$ cat config.mk
export PLATFORM = sky130hd
export DESIGN_NAME = fetch_queue
export DESIGN_NICKNAME = d
export VERILOG_FILES = /design/src/rtl/fetch_queue.sv
export SDC_FILE = /design/constraint.sdc
export NUM_CORES = 1
export LEC_CHECK = 0
export BUFFER_PORTS_ARGS = -buffer_cell sky130_fd_sc_hd__buf_2
export CORE_UTILIZATION = 46
export CTS_BUF_LIST = sky130_fd_sc_hd__clkbuf_4 sky130_fd_sc_hd__clkbuf_8
export CTS_CLUSTER_SIZE = 16
export DETAILED_ROUTE_END_ITERATION = 10
export PLACE_DENSITY = 0.74
export SYNTH_ARGS = -nofsm -noshare
export SYNTH_HDL_FRONTEND = slang
export SYNTH_SLANG_ARGS = --single-unit
$ cat constraint.sdc
create_clock -name clk -period 7.2 [get_ports clk]
set_input_delay 1.44 -clock clk [delete_from_list [all_inputs] [get_ports clk]]
set_output_delay 1.44 -clock clk [all_outputs]
set_load 0.05 [all_outputs]
$ cat src/rtl/fetch_queue.sv
// fetch_queue -- instruction-byte fetch unit for the 6502 frontend.
//
// After reset the unit reads the 16-bit reset vector (low byte at RESET_VEC,
// high byte at RESET_VEC+1). It then streams sequential bytes from memory
// into a circular byte queue. Up to DEQ_W head bytes are presented to the
// decoder each cycle, together with the PC of the head byte. A redirect
// flushes the queue and restarts fetching at a new PC. The memory port is
// shared through a request/grant handshake. Read data returns exactly one
// cycle after an accepted request.
//
// Ports:
//   clk            clock
//   rst            asynchronous reset, active-low
//   mem_req        fetch request
//   mem_addr       fetch address (meaningful while mem_req=1)
//   mem_gnt        request accepted this cycle
//   mem_rdata      read data, valid one cycle after an accepted request
//   redirect_valid flush the queue and restart fetch at redirect_pc
//   redirect_pc    new fetch PC
//   out_valid      bit i set when the queue holds more than i bytes
//   out_data       byte i at [8i+7:8i]; the head byte is byte 0
//   out_pc         PC of the head byte
//   out_take       bytes consumed this cycle (saturated at the occupancy)
//   count          current occupancy
//
// Optional build macro FETCH_QUEUE_PERF_EN adds two saturating counters:
//   stall_cycles   RUN cycles with an empty queue and no redirect
//   flush_count    number of redirect cycles

module fetch_queue #(
  parameter int                ADDR_W    = 16,
  parameter int                DEPTH     = 8,
  parameter int                DEQ_W     = 2,
  parameter logic [ADDR_W-1:0] RESET_VEC = ADDR_W'(16'hFFFC)
) (
  input  logic                         clk,
  input  logic                         rst,
  output logic                         mem_req,
  output logic [ADDR_W-1:0]            mem_addr,
  input  logic                         mem_gnt,
  input  logic [7:0]                   mem_rdata,
  input  logic                         redirect_valid,
  input  logic [ADDR_W-1:0]            redirect_pc,
  output logic [DEQ_W-1:0]             out_valid,
  output logic [8*DEQ_W-1:0]           out_data,
  output logic [ADDR_W-1:0]            out_pc,
  input  logic [$clog2(DEQ_W+1)-1:0]   out_take,
  output logic [$clog2(DEPTH+1)-1:0]   count
`ifdef FETCH_QUEUE_PERF_EN
  ,
  output logic [31:0]                  stall_cycles,
  output logic [15:0]                  flush_count
`endif
);

  localparam int PTR_W  = $clog2(DEPTH);
  localparam int CNT_W  = $clog2(DEPTH+1);
  localparam int TAKE_W = $clog2(DEQ_W+1);

  typedef enum logic [1:0] {
    S_VEC_LO = 2'd0,
    S_VEC_HI = 2'd1,
    S_RUN    = 2'd2
  } state_t;

  // A take larger than the occupancy is clamped to the occupancy.
  function automatic logic [TAKE_W-1:0] sat_take(input logic [TAKE_W-1:0] take,
                                                 input logic [CNT_W-1:0]  cnt);
    if (CNT_W'(take) > cnt) return TAKE_W'(cnt);
    return take;
  endfunction

  // Control state
  state_t              r_state;
  state_t              w_state_nxt;
  logic                r_rsp_pending;
  logic [CNT_W-1:0]    r_count;
  logic [PTR_W-1:0]    r_head;
  logic [PTR_W-1:0]    r_tail;
  logic [ADDR_W-1:0]   r_fetch_pc;
  logic [ADDR_W-1:0]   r_out_pc;

  // Data storage (not reset)
  logic [7:0]          r_mem [DEPTH];
  logic [7:0]          r_vec_lo;

  logic                w_mem_req;
  logic [ADDR_W-1:0]   w_mem_addr;
  logic                w_has_room;
  logic                w_grant;
  logic                w_push;
  logic [TAKE_W-1:0]   w_take;
  logic                w_vec_hi_done;

  // The capacity check counts the byte still in flight so a granted response
  // always finds a free slot, even if the decoder takes nothing.
  assign w_has_room = ({1'b0, r_count} + (CNT_W+1)'(r_rsp_pending)) < (CNT_W+1)'(DEPTH);

  always_comb begin
    w_state_nxt = r_state;
    w_mem_req   = 1'b0;
    w_mem_addr  = r_fetch_pc;
    case (r_state)
      S_VEC_LO: begin
        w_mem_addr = RESET_VEC;
        w_mem_req  = !r_rsp_pending;
        if (r_rsp_pending) w_state_nxt = S_VEC_HI;
      end
      S_VEC_HI: begin
        w_mem_addr = RESET_VEC + ADDR_W'(1);
        w_mem_req  = !r_rsp_pending;
        if (r_rsp_pending) w_state_nxt = S_RUN;
      end
      S_RUN: begin
        w_mem_req = w_has_room;
      end
      default: begin
        w_state_nxt = S_VEC_LO;
      end
    endcase
    if (redirect_valid) begin
      w_state_nxt = S_RUN;
      w_mem_req   = 1'b0;
    end
  end

  // Gating with rst keeps the request low while reset is held.
  assign mem_req  = w_mem_req & rst;
  assign mem_addr = w_mem_addr;

  assign w_grant       = mem_req & mem_gnt;
  // A response landing in a redirect cycle belongs to the old stream.
  assign w_push        = r_rsp_pending && (r_state == S_RUN) && !redirect_valid;
  assign w_vec_hi_done = r_rsp_pending && (r_state == S_VEC_HI) && !redirect_valid;
  assign w_take        = redirect_valid ? '0 : sat_take(out_take, r_count);

  always_ff @(posedge clk or negedge rst) begin
    if (!rst) begin
      r_state       <= S_VEC_LO;
      r_rsp_pending <= 1'b0;
      r_count       <= '0;
      r_head        <= '0;
      r_tail        <= '0;
      r_fetch_pc    <= '0;
      r_out_pc      <= '0;
    end else begin
      r_state       <= w_state_nxt;
      r_rsp_pending <= w_grant;
      if (redirect_valid) begin
        r_count    <= '0;
        r_head     <= r_tail;
        r_fetch_pc <= redirect_pc;
        r_out_pc   <= redirect_pc;
      end else begin
        r_count <= r_count + CNT_W'(w_push) - CNT_W'(w_take);
        r_head  <= r_head + PTR_W'(w_take);
        r_tail  <= r_tail + PTR_W'(w_push);
        if (w_vec_hi_done) begin
          r_fetch_pc <= ADDR_W'({mem_rdata, r_vec_lo});
          r_out_pc   <= ADDR_W'({mem_rdata, r_vec_lo});
        end else begin
          if (w_grant && (r_state == S_RUN)) r_fetch_pc <= r_fetch_pc + ADDR_W'(1);
          r_out_pc <= r_out_pc + ADDR_W'(w_take);
        end
      end
    end
  end

  always_ff @(posedge clk) begin
    if (w_push) r_mem[r_tail] <= mem_rdata;
    if (r_rsp_pending && (r_state == S_VEC_LO)) r_vec_lo <= mem_rdata;
  end

  // Head window: bytes past the occupancy are don't-care.
  for (genvar gi = 0; gi < DEQ_W; gi++) begin : g_head
    logic [PTR_W-1:0] w_idx;
    assign w_idx                = r_head + PTR_W'(gi);
    assign out_data[8*gi +: 8]  = r_mem[w_idx];
    assign out_valid[gi]        = r_count > CNT_W'(gi);
  end

  assign out_pc = r_out_pc;
  assign count  = r_count;

`ifndef SYNTHESIS
  always_ff @(posedge clk) begin
    if (rst) begin
      assert (!(w_push && (r_count == CNT_W'(DEPTH)) && (w_take == '0)))
        else $error("fetch_queue: enqueue into a full queue");
      if (!redirect_valid)
        assert (CNT_W'(out_take) <= r_count)
          else $error("fetch_queue: out_take %0d exceeds count %0d", out_take, r_count);
    end
  end
`endif

`ifdef FETCH_QUEUE_PERF_EN
  function automatic logic [31:0] sat_inc32(input logic [31:0] v);
    return (v == '1) ? v : v + 32'd1;
  endfunction

  function automatic logic [15:0] sat_inc16(input logic [15:0] v);
    return (v == '1) ? v : v + 16'd1;
  endfunction

  logic [31:0] r_stall_cycles;
  logic [15:0] r_flush_count;

  always_ff @(posedge clk or negedge rst) begin
    if (!rst) begin
      r_stall_cycles <= '0;
      r_flush_count  <= '0;
    end else begin
      if ((r_state == S_RUN) && (r_count == '0) && !redirect_valid)
        r_stall_cycles <= sat_inc32(r_stall_cycles);
      if (redirect_valid)
        r_flush_count <= sat_inc16(r_flush_count);
    end
  end

  assign stall_cycles = r_stall_cycles;
  assign flush_count  = r_flush_count;
`endif

endmodule

==> impl_metrics.json <==
{
  "synthArstFlopShare_pct": 38.5,
  "r2r_start": "count[1]$_DFF_PN0_",
  "antenna_left": 0,
  "hpwl_um": 9760,
  "routed_via_density": 5.83,
  "crit_slowest_cell": "xor2_1",
  "layout_commonest_cell": "buf_2",
  "row_count": 41,
  "firstDrtPassIters": 8,
  "nFillCells": 1060,
  "synth-edff-count": 72,
  "antenna_cells": 0,
  "cts_buffers": 17,
  "insertion_delay_ns": 0.43,
  "avgSynthCellArea_um2": 13.4,
  "synth_cells": 458,
  "layout-drive-gt1-share_pct": 33.4,
  "r2r_end": "out_pc[10]$_DFF_PN0_",
  "synth_top_area_share_pct": 35.3,
  "clkSlewWorstSetupHoldPaths_ns": 0.07,
  "setup_violations": 0,
  "synth-seq-cells": 117,
  "chipWidth_um": 117,
  "path_max_fanout": 34,
  "max_clock_freq_mhz": 228,
  "final_util_pct": 55.4,
  "status": "finished clean",
  "wire_per_inst_um": 19.5,
  "crit_chain": "buf_4 -> ha_1 -> xor2_1 -> mux2_2 -> buf_2",
  "synth_area_leaders": "edfxtp_1, dfrtp_1, mux4_2, ha_1, mux2_2",
  "yosys_warnings": 0,
  "hold_class": "reg2reg",
  "grt_max_degree": 49,
  "gp_congestion": 0.929,
  "start_kind": "flop",
  "clockRootBuffer": "clkbuf_8",
  "cts_resized": 0,
  "syn_area_mm2": 0.00613,
  "fin_crit_ns": 4.39,
  "numClockSinks": 117,
  "yosysSeqAreaShare_pct": 53.7,
  "drcViolationCount": 0,
  "drt-initial-drc-count": 348,
  "critPathCaptureType": "output pin",
  "cts_tree": "yes",
  "finalNetCount": 594,
  "post_cts_buffers": 0,
  "htree_levels": 4,
  "grt_antenna_before_repair": 0,
  "first_global_vias": 4196,
  "finalSetupTns_ns": 0,
  "grt_pass1_wl_um": 22700,
  "r2r.worst_path.cells": 13,
  "synth_fp_nets": 508,
  "critical_path_depth": 5,
  "totalWireLength_um": 14200,
  "finalHoldViolations": 0,
  "clk_path_buf_depth": 2,
  "criticalPathCategory": "reg2out",
  "io_buffers": 84,
  "max-slew-margin-rel_pct": 32.7,
  "clock_skew_ns": 0.00892,
  "p_per_area_mw_per_mm2": 359,
  "min_path_cells": 1,
  "critPathBufInv": 2,
  "cellLeakagePower_nw": 2.82,
  "critical_path.top_delay_family": "XOR/XNOR gates",
  "ys_types": 55,
  "io_pins": 85,
  "area_delta_synth_final_pct": 15.9,
  "final_max_slew_viol_count": 0,
  "min_from": "r_fetch_pc[15]$_DFFE_PN0P_",
  "die_y_um": 117,
  "vias": 4247,
  "cp.arrival_ns": 2.95,
  "finalCritPeriodShare_pct": 61.0,
  "rsz0062_at_grt": "no",
  "maxCapViolCount": 0,
  "worstMarginPinSlew_ns": 1.01,
  "yosysTopAreaCell": "edfxtp_1",
  "grt.total_usage_pct": 21.7,
  "vdd_drop_max_mv": 0.188,
  "die_area_mm2": 0.0138,
  "cts_hold_buf": 0,
  "synth-main-ff-cell": "edfxtp_1",
  "most-common-layout-cells": "buf_2, edfxtp_1, dfrtp_1",
  "grt_overflow": 0,
  "cp.required_ns": 5.76,
  "initial_core_util_pct": 47.8,
  "coreArea_mm2": 0.0128,
  "critical_path.max_stage_delay_ns": 0.79,
  "rrSetupSlack_ns": 3.72,
  "hold_end": "r_fetch_pc[15]$_DFFE_PN0P_"
}
## Yosys cell counts, types with 4 or more instances
master    number
xor2_1        10
dfrtp_1       45
a22oi_1       15
buf_6          4
nor2b_1        4
nor3b_1        5
and4_1         4
buf_2          6
a21oi_1       25
inv_1         21
clkbuf_1      13
nor3_1         6
edfxtp_1      72
ha_1          17
nand3_1        8
xnor2_1       10
nor2_1        17
mux2_2        17
o21ai_0       27
nand2_1       28
a211oi_1       4
nand2b_1      15
and2_1         4
nand4_1        5
mux4_2        32
## state kept, by name, indices dropped and copies added, names as in the netlist
signal         flops
r_mem             64
out_pc            16
r_fetch_pc        16
r_vec_lo           8
count              4
r_head             3
r_tail             3
r_state            2
r_rsp_pending      1
## worst max path at each step
stage	from	end	slack, ns
after global routing	r_head[0]$_DFF_PN0_	out_data[15]	2.54
after detailed placement	out_take[1]	out_pc[10]$_DFF_PN0_	2.77
after global placement	out_take[1]	out_pc[10]$_DFF_PN0_	2.92
after floorplan	redirect_valid	mem_req	2.64
final	r_head[0]$_DFF_PN0_	out_data[15]	2.81
after CTS	r_head[0]$_DFF_PN0_	out_data[15]	2.73
## layout make-up
cell class                 count  area (um2)  share of cell area (%)
timing repair buffer          90         465                    6.55
sequential                   117        3290                    46.3
tap                          172         215                    3.03
clock buffer                  20         269                    3.79
clock inverter                12         151                    2.13
inverter                      21        78.8                    1.11
multi-input combinational    297        2640                    37.1
## routing by layer
layer | part of all wire (%) | vias to the layer above | wire length, um | GRT usage, %
li1 | - | 1918 | - | -
met1 | 42 | 2132 | 5910 | 28.3
met2 | 51 | 172 | 7180 | 36.2
met3 | 6.5 | 25 | 919 | 5.01
met4 | 1.3 | 0 | 182 | 5.93
met5 | 0 | - | 0 | 0
## worst register-to-register path: stages, from the launching register on
cell      delay (ns)
dfrtp_1         0.50
inv_1           0.10
ha_1            0.29
nor2b_1         0.14
o211ai_1        0.28
mux2i_1         0.14
nor2_1          0.22
ha_1            0.22
inv_1           0.06
fa_1            0.44
nor3b_1         0.49
nand4_1         0.17
xor2_1          0.17
o21ai_0         0.16
## report_power, final
part           total, mW  internal [mW]  switching (mW)
sequential         0.821          0.758          0.0634
clock              0.633          0.364           0.268
combinational       1.10          0.394           0.702
total               2.55           1.52            1.03
## through the flow
step           cell area, um2  hold slack, ns  setup WS [ns]  cells  power, mW
6_report                 7100           0.532           2.81    729       2.55
5_1_grt                  7100           0.557           2.54    729       2.67
4_1_cts                  7100           0.536           2.73    729       2.57
3_5_place_dp             6680           0.517           2.77    697       1.94
3_3_place_gp             6680           0.497           2.92    697       1.91
2_1_floorplan            6130           0.468           2.64    458       1.70
## logic make-up (layout without fill, tap and decap cells)
| kind of cell | after synthesis | after routing | share of synthesized area, % |
|---|---|---|---|
| DFF | 117 | 117 | 53.7 |
| AOI/OAI and AO/OA | 95 | 95 | 9.95 |
| xor gates and xnor gates | 20 | 20 | 2.86 |
| and+or+nand+nor | 111 | 111 | 10.6 |
| buffers and inverters | 44 | 143 | 3.31 |
| muxes | 51 | 51 | 15.2 |
| adders and majority gates | 20 | 20 | 4.45 |
No activity file was read; power rests on OpenSTA's default activity.
